--- src/rtl/clock_ratio_meter.sv ---
// clock_ratio_meter: measures period and high time of a slow asynchronous signal in clk_in cycles
// Ports:
//   clk_in, nrst     - measurement clock, asynchronous active-low reset
//   sig_in           - signal under measurement (asynchronous)
//   start, cont      - one-shot request, continuous re-arm
//   busy             - FSM not idle
//   valid, timeout   - one-cycle result / abort pulses
//   period, high_time- last rising-to-rising and rising-to-falling intervals
module clock_ratio_meter #(
  parameter int CNT_WIDTH   = 32,
  parameter int SYNC_STAGES = 2,
  parameter int TIMEOUT     = 67108864
) (
  input  logic                 clk_in,
  input  logic                 nrst,
  input  logic                 sig_in,
  input  logic                 start,
  input  logic                 cont,
  output logic                 busy,
  output logic                 valid,
  output logic                 timeout,
  output logic [CNT_WIDTH-1:0] period,
  output logic [CNT_WIDTH-1:0] high_time
);
  typedef enum logic [1:0] {IDLE, ARM, HIGH, LOW} state_t;
  localparam logic [CNT_WIDTH-1:0] LP_ONE   = CNT_WIDTH'(1);
  localparam logic [CNT_WIDTH-1:0] LP_LIMIT = CNT_WIDTH'(TIMEOUT);
  state_t                 r_state, w_next;
  logic [SYNC_STAGES-1:0] r_sync;
  logic                   r_s_d;
  logic [CNT_WIDTH-1:0]   r_cnt, w_cnt, r_shadow, w_shadow, r_period, r_high;
  logic                   r_busy, r_valid, r_timeout;
  logic                   w_s, w_rise, w_fall, w_limit, w_done, w_abort;
  assign w_s     = r_sync[SYNC_STAGES-1];
  assign w_rise  = w_s & ~r_s_d;
  assign w_fall  = ~w_s & r_s_d;
  assign w_limit = r_cnt == LP_LIMIT;
  // The awaited edge is tested before the limit so an edge in the limit cycle still reports.
  always_comb begin
    w_next   = r_state;
    w_cnt    = r_cnt + LP_ONE;
    w_shadow = r_shadow;
    w_done   = 1'b0;
    w_abort  = 1'b0;
    case (r_state)
      IDLE: begin
        w_cnt  = start ? '0 : r_cnt;
        w_next = start ? ARM : IDLE;
      end
      ARM: begin
        if (w_rise) begin
          w_next = HIGH;
          w_cnt  = LP_ONE;
        end else w_abort = w_limit;
      end
      HIGH: begin
        if (w_fall) begin
          w_next   = LOW;
          w_shadow = r_cnt;
        end else w_abort = w_limit;
      end
      LOW: begin
        if (w_rise) begin
          w_done = 1'b1;
          w_next = cont ? HIGH : IDLE;
          w_cnt  = LP_ONE;
        end else w_abort = w_limit;
      end
    endcase
    if (w_abort) begin
      w_next = IDLE;
      w_cnt  = r_cnt;
    end
  end
  always_ff @(posedge clk_in or negedge nrst) begin
    if (!nrst) begin
      r_sync    <= '0;
      r_s_d     <= 1'b0;
      r_state   <= IDLE;
      r_cnt     <= '0;
      r_shadow  <= '0;
      r_period  <= '0;
      r_high    <= '0;
      r_busy    <= 1'b0;
      r_valid   <= 1'b0;
      r_timeout <= 1'b0;
    end else begin
      r_sync    <= {r_sync[SYNC_STAGES-2:0], sig_in};
      r_s_d     <= w_s;
      r_state   <= w_next;
      r_cnt     <= w_cnt;
      r_shadow  <= w_shadow;
      r_busy    <= w_next != IDLE;
      r_valid   <= w_done;
      r_timeout <= w_abort;
      if (w_done) begin
        r_period <= r_cnt;
        r_high   <= r_shadow;
      end
    end
  end
  assign busy      = r_busy;
  assign valid     = r_valid;
  assign timeout   = r_timeout;
  assign period    = r_period;
  assign high_time = r_high;
endmodule

--- config.mk ---
export PLATFORM = sky130hd
export DESIGN_NAME = clock_ratio_meter
export DESIGN_NICKNAME = d
export VERILOG_FILES = /design/src/rtl/clock_ratio_meter.sv
export SDC_FILE = /design/constraint.sdc
export NUM_CORES = 1
export LEC_CHECK = 0
export ABC_AREA = 1
export CORE_MARGIN = 2
export CORE_UTILIZATION = 60
export CTS_CLUSTER_DIAMETER = 120
export DETAILED_ROUTE_END_ITERATION = 8
export PLACE_DENSITY = 0.9
export SYNTH_ARGS = -nofsm -noshare
export SYNTH_HDL_FRONTEND = slang
export SYNTH_SLANG_ARGS = --single-unit
--- constraint.sdc ---
create_clock -name clk_in -period 4.3 [get_ports clk_in]
set_input_delay 1.075 -clock clk_in [delete_from_list [all_inputs] [get_ports clk_in]]
set_output_delay 1.075 -clock clk_in [all_outputs]
set_load 0.05 [all_outputs]
==> results by group, run 1 <==
Outcome
  – Result of the run: finished clean

Clock network
  – Clock root buffer: sky130_fd_sc_hd__clkbuf_8
  – Number of CTS-inserted buffers: 17
  – Latest clock arrival within the worst-skew pair: 0.54 ns
  – Number of buffers inserted by post-CTS setup repair: 0
  – Sink Count: 136
  – Number of H-tree levels: 4
  – Cells resized by post-CTS repair: 0
  – Clock tree from TritonCTS: yes
  – Worst-case clock buffer depth: 2
  – Number of hold buffers added after CTS: 0
  – Post-CTS clock slew at the launch and capture registers of the worst setup and hold paths: 0.06 ns

STA
  – Final-layout setup total negative slack: 0 ns
  – Total of endpoints with negative setup slack in the final report: 0
  – Maximum clock frequency: 339 MHz
  – Fraction of the cycle the final worst path needs: 0.686
  – Final-report hold violation count: 0
  – Max-slew violation count: 0
  – Worst slew pin tran: 1.03 ns
  – Worst-case clock skew: 0.0100 ns
  – Time the worst path needs with I/O delays and setup: 2.95 ns
  – Relative slew slack: 0.316
  – RSZ-0062 raised after global routing: no

Placement
  – Placed wire-length estimate: 11.3 mm
  – Final Wtd Congestion: 0.898
  – Buffers added on ports: 71

Synth
  – EDFF count, synth: 0
  – Post-Syn Area per Cell: 8.05 um2
  – Flip-flop and latch count after synthesis: 136
  – Post-synthesis cell count: 782
  – Area share of the leading cell type in the synthesized netlist: 0.541
  – Top FF cell, synth: sky130_fd_sc_hd__dfrtp_1
  – Number of library cell types mapped by synthesis: 32
  – Number of nets produced by synthesis: 789
  – Warning count from the yosys run: 0
  – Most common cell in the synthesized netlist: sky130_fd_sc_hd__nand2_1
  – Top cell type by total area after synthesis: sky130_fd_sc_hd__dfrtp_1
  – Share of flip-flops with an asynchronous set or reset: 1.00
  – Netlist area before placement: 6300 um2
  – Sequential share of the synthesized area: 0.541
  – Top post-synthesis cells by area: sky130_fd_sc_hd__dfrtp_1, sky130_fd_sc_hd__nand2_1, sky130_fd_sc_hd__o21ai_0
  – Cell types with the highest counts after synthesis: sky130_fd_sc_hd__nand2_1, sky130_fd_sc_hd__dfrtp_1, sky130_fd_sc_hd__nor2_1, sky130_fd_sc_hd__o21ai_0, sky130_fd_sc_hd__nand3_1

Routing
  – Count of antenna-violating nets left after detailed routing: 0
  – Detailed-router iteration count before antenna repair: 5
  – Count of routing violations after the opening detailed-route iteration: 510
  – Via density: 5.65
  – Via count: 5,623
  – Detail-routed net length per standard cell: 17.4 um
  – Post-Route WL: 17.3 mm
  – DRC violations left: 0

Global routing
  – Total congestion overflow after global routing: 0
  – Maximum number of pins on one net before global-route repair: 78
  – Wire length of the first global-routing pass: 27.8 mm
  – All-layer global routing usage: 0.321
  – Via count of the first global-routing pass: 5,519
  – Number of antenna violations at the first check in global routing: 0

Final layout
  – Count of antenna diodes in the layout: 0
  – Layout area overhead: 22.1%
  – Post-layout net count: 853
  – Fraction of layout instances using a drive strength above 1: 0.0792

Floorplan
  – Initial cell density of the core: 0.613
  – Cell row count: 37
  – Placeable core region: 10,300 um2
  – Horizontal extent of the die: 106 um
  – Count of pins on the block boundary: 72
  – Die outline height: 106 um
  – Die outline area: 11,300 um2

Min path
  – Class of the tightest hold or removal check: reg2reg

Power
  – Overall power after layout: 4.30 mW
  – Worst vdd rail ir drop: 386 uV
  – Sw Share: 0.357
  – Share of total power in combinational logic: 0.270
  – Fraction of power consumed by sequential logic: 0.369
  – Power density relative to cell area: 559 nW/um2
  – Net switching power figure: 1.53 mW
  – Design internal power: 2.76 mW
  – Part of the total power dissipated in the clock network: 0.361
  – Leak: 3.56 nW

Critical path
  – Crit path arrival time: 3.42 ns
  – Type of the setup path with the least slack: reg2reg
  – Critical Path RT: 4.77 ns
  – Critical Path Start: r_s_d$_DFF_PN0_
  – Worst r2r dst: high_time[1]$_DFFE_PN0P_
  – Crit path capture type: flop
  – Register-to-register setup slack: 1.35 ns
  – Worst reg2reg startpoint: r_s_d$_DFF_PN0_
  – FF-to-FF path depth: 7
  – Maximum fanout along the worst path: 34
  – Termination of the worst setup path: high_time[1]$_DFFE_PN0P_
  – Crit path launch type: flop

Flow run
  – Max-cap check violation count: 0
[worst max-delay path, stage by stage, from the launching register on]
cell	delay (ns)
sky130_fd_sc_hd__dfrtp_1	0.36
sky130_fd_sc_hd__inv_1	0.07
sky130_fd_sc_hd__nand2_1	0.48
sky130_fd_sc_hd__nor2_2	0.36
sky130_fd_sc_hd__nand2_2	0.38
sky130_fd_sc_hd__inv_1	0.87
sky130_fd_sc_hd__nand2_1	0.20
sky130_fd_sc_hd__nand2_1	0.14
[per-layer routing]
layer	part of all wire	track usage	up-vias
met5	0	0	-
met4	0.024	0.121	0
met3	0.064	0.0730	43
met2	0.49	0.511	255
met1	0.43	0.434	2731
li1	-	-	2594
[cell type report]
class	count	area [um2]
clock inverters	10	166
fillers	717	2590
flip-flops and latches	136	3400
multi-input cells	562	2530
well taps	136	170
repair buffers	75	751
clock buffers	22	463
inverters	54	205
[per-stage QoR]
stage               worst slack (ns)  hold WS, ns  instances  instance area [um2]   util
floorplan                       2.44        0.331        782                 6300      -
global placement                1.61        0.358        963                 7060  0.687
detailed placement              1.49        0.356        963                 7060  0.687
CTS                             1.37        0.370        995                 7690  0.748
global route                    1.00        0.374        995                 7690  0.748
finish                          1.35        0.365        995                 7690  0.748
[flip-flops by register name (all words and copies together), names as in the netlist]
register and count:
r_shadow 32, timeout 1, busy 1, r_s_d 1, r_cnt 32, r_sync 2, high_time 32, valid 1
period 32, r_state 2
[worst min-delay path by stage]
stage	start	slack, ns	endpoint	cells after the start
2_1_floorplan	r_sync[0]$_DFF_PN0_	0.33	r_sync[1]$_DFF_PN0_	0
3_3_place_gp	r_sync[0]$_DFF_PN0_	0.36	r_sync[1]$_DFF_PN0_	0
3_5_place_dp	r_sync[0]$_DFF_PN0_	0.36	r_sync[1]$_DFF_PN0_	0
4_1_cts	r_sync[0]$_DFF_PN0_	0.37	r_sync[1]$_DFF_PN0_	0
5_1_grt	r_sync[0]$_DFF_PN0_	0.37	r_sync[1]$_DFF_PN0_	0
6_report	r_sync[0]$_DFF_PN0_	0.36	r_sync[1]$_DFF_PN0_	0
[power by group through the flow]
stage          Sequential (mW)  Combinational, mW  Clock, mW
6_report                  1.59               1.16       1.55
5_1_grt                   1.60               1.23       1.62
4_1_cts                   1.58               1.16       1.56
3_5_place_dp              1.60               1.13          0
3_3_place_gp              1.59               1.10          0
2_1_floorplan             1.93              0.433          0
[kinds of logic after synthesis]
kind of cell | count (synthesis) | share of synthesized area
AND/OR/NAND/NOR | 457 | 0.301
flip-flops | 136 | 0.541
AO/OA/AOI/OAI | 85 | 0.0713
buffers and inverters | 84 | 0.0578
XOR/XNOR | 18 | 0.0250
adder cells (fa/ha/maj) | 2 | 0.00397
[layout by cell type (no fill, tap or decap), types with 2 or more instances in the layout]
cell                              instances
sky130_fd_sc_hd__nand2_1                296
sky130_fd_sc_hd__dfrtp_1                136
sky130_fd_sc_hd__clkdlybuf4s50_1         70
sky130_fd_sc_hd__nor2_1                  69
sky130_fd_sc_hd__o21ai_0                 67
sky130_fd_sc_hd__nand3_1                 59
sky130_fd_sc_hd__inv_1                   47
sky130_fd_sc_hd__xor2_1                  18
sky130_fd_sc_hd__clkbuf_16               16
sky130_fd_sc_hd__a21oi_1                 10
sky130_fd_sc_hd__nor2_2                   9
sky130_fd_sc_hd__inv_2                    6
sky130_fd_sc_hd__nand2_2                  5
sky130_fd_sc_hd__nor3_1                   4
sky130_fd_sc_hd__clkbuf_8                 4
sky130_fd_sc_hd__bufinv_16                4
sky130_fd_sc_hd__buf_4                    4
sky130_fd_sc_hd__nand2_4                  3
sky130_fd_sc_hd__or2_2                    3
sky130_fd_sc_hd__nand4_1                  3
sky130_fd_sc_hd__o211ai_1                 3
sky130_fd_sc_hd__nor2_4                   2
sky130_fd_sc_hd__ha_1                     2
sky130_fd_sc_hd__clkbuf_1                 2
sky130_fd_sc_hd__clkinv_4                 2
sky130_fd_sc_hd__clkinvlp_4               2
Power figures use the tool's default switching activity.
==> run 2: changes to the inputs <==
--- a/config.mk
+++ b/config.mk
@@ -7,10 +7,10 @@
 export LEC_CHECK = 0
 export ABC_AREA = 1
 export CORE_MARGIN = 2
-export CORE_UTILIZATION = 60
+export CORE_UTILIZATION = 51
 export CTS_CLUSTER_DIAMETER = 120
 export DETAILED_ROUTE_END_ITERATION = 8
-export PLACE_DENSITY = 0.9
+export PLACE_DENSITY = 0.81
 export SYNTH_ARGS = -nofsm -noshare
 export SYNTH_HDL_FRONTEND = slang
 export SYNTH_SLANG_ARGS = --single-unit
==> constraint.sdc (replaced) <==
create_clock -name clk_in -period 2.46 [get_ports clk_in]
set_input_delay 0.615 -clock clk_in [delete_from_list [all_inputs] [get_ports clk_in]]
set_output_delay 0.615 -clock clk_in [all_outputs]
set_load 0.05 [all_outputs]
==> results by group, run 2 (synthesized netlist as in run 1, its figures left out) <==
Critical path
  – Worst reg2reg startpoint: r_cnt[0]$_DFFE_PN0P_
  – Critical Path Start: period[0]$_DFFE_PN0P_
  – Crit path launch type: flop
  – Worst r2r dst: r_cnt[1]$_DFFE_PN0P_
  – Critical path's slowest cell: sky130_fd_sc_hd__clkdlybuf4s50_1
  – Cell class contributing the biggest share of worst-path delay: buffers and inverters
  – Termination of the worst setup path: period[0]
  – Crit path arrival time: 1.64 ns
  – Critical Path RT: 1.85 ns
  – Total number of cells along the worst setup path: 1
  – FF-to-FF path depth: 10
  – Number of buffer and inverter instances along the worst setup path: 1
  – Longest individual stage delay on the worst path: 0.83 ns
  – Worst path cell trace: clkdlybuf4s50_1
  – Maximum fanout along the worst path: 2
  – Register-to-register setup slack: 0.49 ns
  – Type of the setup path with the least slack: reg2out
  – Crit path capture type: output port

Routing
  – Count of antenna-violating nets left after detailed routing: 0
  – Via density: 5.52
  – Via count: 5,586
  – Post-Route WL: 16.2 mm
  – DRC violations left: 0
  – Count of routing violations after the opening detailed-route iteration: 625
  – Detail-routed net length per standard cell: 16.0 um
  – Detailed-router iteration count before antenna repair: 5

Final layout
  – Most common cell after layout, fill and taps aside: sky130_fd_sc_hd__nand2_1
  – Layout Utilization: 0.647
  – Count of antenna diodes in the layout: 0
  – Layout area overhead: 23.5%
  – Fraction of layout instances using a drive strength above 1: 0.0867
  – Most frequent cells in the layout: sky130_fd_sc_hd__nand2_1, sky130_fd_sc_hd__dfrtp_1, sky130_fd_sc_hd__clkdlybuf4s50_1, sky130_fd_sc_hd__nor2_1, sky130_fd_sc_hd__o21ai_0
  – Post-layout net count: 859

Floorplan
  – Placeable core region: 12,000 um2
  – Die outline height: 115 um
  – Cell row count: 40
  – Count of pins on the block boundary: 72
  – Initial cell density of the core: 0.524
  – Horizontal extent of the die: 115 um
  – Die outline area: 13,300 um2

Power
  – Fraction of power consumed by sequential logic: 0.370
  – Worst vdd rail ir drop: 404 uV
  – Part of the total power dissipated in the clock network: 0.365
  – Leak: 3.60 nW
  – Design internal power: 4.92 mW
  – Sw Share: 0.347
  – Net switching power figure: 2.62 mW
  – Power density relative to cell area: 971 nW/um2
  – Share of total power in combinational logic: 0.264

STA
  – Total of endpoints with negative setup slack in the final report: 0
  – RSZ-0062 raised after global routing: no
  – Final-layout setup total negative slack: 0 ns
  – Max-slew violation count: 0
  – Maximum clock frequency: 443 MHz
  – Worst-case clock skew: 0.00695 ns
  – Fraction of the cycle the final worst path needs: 0.918
  – Time the worst path needs with I/O delays and setup: 2.26 ns
  – Final-report hold violation count: 0
  – Relative slew slack: 0.618
  – Worst slew pin tran: 0.573 ns

Placement
  – Final Wtd Congestion: 0.969
  – Placed wire-length estimate: 10.8 mm
  – Buffers added on ports: 71

Clock network
  – Number of CTS-inserted buffers: 17
  – Latest clock arrival within the worst-skew pair: 0.42 ns
  – Worst-case clock buffer depth: 2
  – Clock tree from TritonCTS: yes
  – Number of H-tree levels: 4
  – Cells resized by post-CTS repair: 0
  – Sink Count: 136
  – Post-CTS clock slew at the launch and capture registers of the worst setup and hold paths: 0.06 ns
  – Number of hold buffers added after CTS: 0
  – Clock root buffer: sky130_fd_sc_hd__clkbuf_16
  – Number of buffers inserted by post-CTS setup repair: 0

Global routing
  – Number of antenna violations at the first check in global routing: 0
  – Via count of the first global-routing pass: 5,387
  – Total congestion overflow after global routing: 0
  – Maximum number of pins on one net before global-route repair: 65
  – Most Used Layer, Global Route: met2
  – M1 GR Usage: 0.360
  – All-layer global routing usage: 0.263
  – Wire length of the first global-routing pass: 26.9 mm
  – Met3 capacity usage during global routing: 0.0564
  – Met2 demand-to-capacity share in global routing: 0.419

Min path
  – Class of the tightest hold or removal check: in2async

Outcome
  – Result of the run: finished clean

Flow run
  – Max-cap check violation count: 0
[run 2: changes by cell type in the layout (fill, tap and decap cells not counted)]
cell and delta:
sky130_fd_sc_hd__buf_6 +1, sky130_fd_sc_hd__clkbuf_1 -1, sky130_fd_sc_hd__clkbuf_16 +1, sky130_fd_sc_hd__clkinv_4 +1
sky130_fd_sc_hd__inv_6 -1, sky130_fd_sc_hd__buf_4 +5
[run 2: worst min-delay path by stage]
stage                                   start                  endpoint  slack, ns  cells after the start
final                                    nrst  r_shadow[31]$_DFFE_PN0P_       0.10                      1
after CTS                                nrst  r_shadow[31]$_DFFE_PN0P_       0.12                      1
after global routing                     nrst  r_shadow[31]$_DFFE_PN0P_       0.12                      1
after global placement    r_sync[0]$_DFF_PN0_       r_sync[1]$_DFF_PN0_       0.33                      0
after floorplan                          nrst            busy$_DFF_PN0_       0.32                      0
after detailed placement  r_sync[0]$_DFF_PN0_       r_sync[1]$_DFF_PN0_       0.34                      0
[run 2: power groups by stage]
stage	logic, mW	clock network (mW)	registers (mW)
floorplan	0.757	0	3.38
global placement	1.95	0	2.81
detailed placement	1.97	0	2.82
CTS	2.00	2.77	2.79
global route	2.15	2.89	2.82
finish	1.99	2.76	2.79
[run 2: cell type report]
class / count / area, um2
inverter: 54 / 205
clock buffer: 22 / 484
timing repair buffer: 81 / 800
clock inverter: 10 / 166
sequential: 136 / 3400
multi-input combinational: 562 / 2530
fill: 927 / 4240
tap: 147 / 184
[run 2: layer usage]
| metal | part of all wire | wire [um] | vias up |
|---|---|---|---|
| li1 | - | - | 2609 |
| met1 | 0.42 | 6900 | 2658 |
| met2 | 0.48 | 7840 | 271 |
| met3 | 0.067 | 1090 | 48 |
| met4 | 0.025 | 410 | 0 |
| met5 | 0 | 0 | - |
[run 2: stage by stage]
step / instances / setup slack [ns] / total power [mW] / hold slack (ns) / cell area [um2]
5_1_grt: 1012 / 0.157 / 7.87 / 0.121 / 7770
2_1_floorplan: 782 / 0.908 / 4.13 / 0.319 / 6300
3_3_place_gp: 980 / 0.477 / 4.77 / 0.334 / 7120
6_report: 1012 / 0.203 / 7.55 / 0.104 / 7770
4_1_cts: 1012 / 0.189 / 7.56 / 0.119 / 7770
3_5_place_dp: 980 / 0.436 / 4.79 / 0.345 / 7120
==> run 3: changes to the inputs <==
--- a/config.mk
+++ b/config.mk
@@ -7,10 +7,10 @@
 export LEC_CHECK = 0
 export ABC_AREA = 1
 export CORE_MARGIN = 2
-export CORE_UTILIZATION = 51
+export CORE_UTILIZATION = 47
 export CTS_CLUSTER_DIAMETER = 120
 export DETAILED_ROUTE_END_ITERATION = 8
-export PLACE_DENSITY = 0.81
+export PLACE_DENSITY = 0.76
 export SYNTH_ARGS = -nofsm -noshare
 export SYNTH_HDL_FRONTEND = slang
 export SYNTH_SLANG_ARGS = --single-unit
==> results by group, run 3 (synthesized netlist as in run 1, its figures left out) <==
Placement
  – Placed wire-length estimate: 10.9 mm
  – Cell Count Post-Placement: 1,008
  – Buffers added on ports: 71
  – Placement-stage cell area: 7180 um2
  – Final Wtd Congestion: 0.995
  – Setup slack at placement: 0.405 ns

STA
  – Worst slew pin tran: 0.576 ns
  – RSZ-0062 raised after global routing: no
  – Final-layout setup total negative slack: 0 ns
  – Final-report hold violation count: 0
  – Relative slew slack: 0.616
  – PnR worst setup slack: 0.212 ns
  – Fraction of the cycle the final worst path needs: 0.914
  – Time the worst path needs with I/O delays and setup: 2.25 ns
  – Max-slew violation count: 0
  – Total of endpoints with negative setup slack in the final report: 0
  – Maximum clock frequency: 445 MHz
  – Worst-case clock skew: 0.0106 ns

Final layout
  – Most common cell after layout, fill and taps aside: sky130_fd_sc_hd__nand2_1
  – Layout area overhead: 24.4%
  – Area of all placed cells without fillers: 7830 um2
  – Post-layout net count: 858
  – Count of antenna diodes in the layout: 0
  – Fillers: 1,091
  – Most frequent cells in the layout: sky130_fd_sc_hd__nand2_1, sky130_fd_sc_hd__dfrtp_1, sky130_fd_sc_hd__clkdlybuf4s50_1, sky130_fd_sc_hd__nor2_1, sky130_fd_sc_hd__o21ai_0
  – Fraction of layout instances using a drive strength above 1: 0.0845
  – Non-filler cells, final: 1,040

Critical path
  – Critical Path RT: 1.85 ns
  – Worst path cell trace: clkdlybuf4s50_1
  – Critical path's slowest cell: sky130_fd_sc_hd__clkdlybuf4s50_1
  – Crit path capture type: output port
  – Cell class contributing the biggest share of worst-path delay: buffers and inverters
  – Number of buffer and inverter instances along the worst setup path: 1
  – Crit path launch type: flop
  – Type of the setup path with the least slack: reg2out
  – Crit path arrival time: 1.63 ns
  – Longest individual stage delay on the worst path: 0.83 ns
  – Maximum fanout along the worst path: 2

Routing
  – Count of antenna-violating nets left after detailed routing: 0
  – Detail-routed net length per standard cell: 15.5 um
  – Detailed-router iteration count before antenna repair: 6
  – Via count: 5,465
  – Post-Route WL: 16.1 mm
  – DRC violations left: 0
  – Count of routing violations after the opening detailed-route iteration: 521
  – Via density: 5.25

Power
  – Leak: 3.61 nW
  – Sw Share: 0.344
  – Overall power after layout: 7.59 mW
  – Power density relative to cell area: 969 nW/um2
  – Part of the total power dissipated in the clock network: 0.371
  – Design internal power: 4.98 mW
  – Share of total power in combinational logic: 0.262
  – Net switching power figure: 2.61 mW
  – Fraction of power consumed by sequential logic: 0.367
  – Worst vdd rail ir drop: 442 uV

Floorplan
  – Count of pins on the block boundary: 72
  – Initial cell density of the core: 0.479
  – Cell row count: 42
  – Placeable core region: 13,100 um2
  – Die outline height: 120 um
  – Horizontal extent of the die: 120 um
  – Die outline area: 14,300 um2

Clock network
  – Post-CTS clock slew at the launch and capture registers of the worst setup and hold paths: 0.06 ns
  – Clock root buffer: sky130_fd_sc_hd__clkbuf_16
  – Number of CTS-inserted buffers: 17
  – Worst-case clock buffer depth: 2
  – Sink Count: 136
  – Number of hold buffers added after CTS: 0
  – Number of buffers inserted by post-CTS setup repair: 0
  – Cells resized by post-CTS repair: 0
  – Clock tree from TritonCTS: yes
  – Number of H-tree levels: 4
  – Latest clock arrival within the worst-skew pair: 0.42 ns

Flow run
  – Max-cap check violation count: 0

Global routing
  – Total congestion overflow after global routing: 0
  – Via count of the first global-routing pass: 5,310
  – Maximum number of pins on one net before global-route repair: 98
  – Number of antenna violations at the first check in global routing: 0
  – All-layer global routing usage: 0.241
  – Wire length of the first global-routing pass: 27.1 mm

Outcome
  – Result of the run: finished clean

Min path
  – Class of the tightest hold or removal check: in2async
-- run 3: through the flow --
step	hold WS, ns	util
floorplan	0.319	-
finish	0.112	0.596
CTS	0.127	0.596
detailed placement	0.347	0.546
global route	0.142	0.596
global placement	0.339	0.546
-- run 3: final cells by class --
class                   instances  area [um2]  share of cell area
flip-flops and latches        136        3400               0.435
multi-input cells             562        2530               0.323
repair buffers                 80         817               0.104
clock buffers                  21         460              0.0588
well taps                     176         220              0.0281
inverters                      54         205              0.0262
clock inverters                11         193              0.0246
-- run 3: path summary, 6_finish.rpt --
check / from / to / slack (ns) / depth (start not counted)
hold / removal: nrst / period[30]$_DFFE_PN0P_ / 0.11 / 1
hold reg to reg: r_sync[0]$_DFF_PN0_ / r_sync[1]$_DFF_PN0_ / 0.35 / 0
setup reg to reg: r_state[0]$_DFF_PN0_ / r_cnt[6]$_DFFE_PN0P_ / 0.50 / 9
setup / recovery: period[0]$_DFFE_PN0P_ / period[0] / 0.21 / 1
max in group asynchronous: nrst / r_shadow[11]$_DFFE_PN0P_ / 1.63 / 2
min in group clk_in: r_sync[0]$_DFF_PN0_ / r_sync[1]$_DFF_PN0_ / 0.35 / 0
-- run 3: per-layer routing --
| layer | wire length, um | vias to the layer above | global-route usage |
|---|---|---|---|
| li1 | - | 2609 | - |
| met1 | 7170 | 2617 | 0.329 |
| met2 | 7550 | 215 | 0.374 |
| met3 | 1080 | 24 | 0.0618 |
| met4 | 316 | 0 | 0.0868 |
| met5 | 0 | - | 0 |
-- run 3: power by group through the flow --
stage          Combinational (mW)  Clock, mW  Sequential (mW)
2_1_floorplan               0.757          0             3.38
3_3_place_gp                 1.97          0             2.81
3_5_place_dp                 1.98          0             2.82
4_1_cts                      2.00       2.83             2.78
5_1_grt                      2.15       2.93             2.82
6_report                     1.99       2.81             2.79
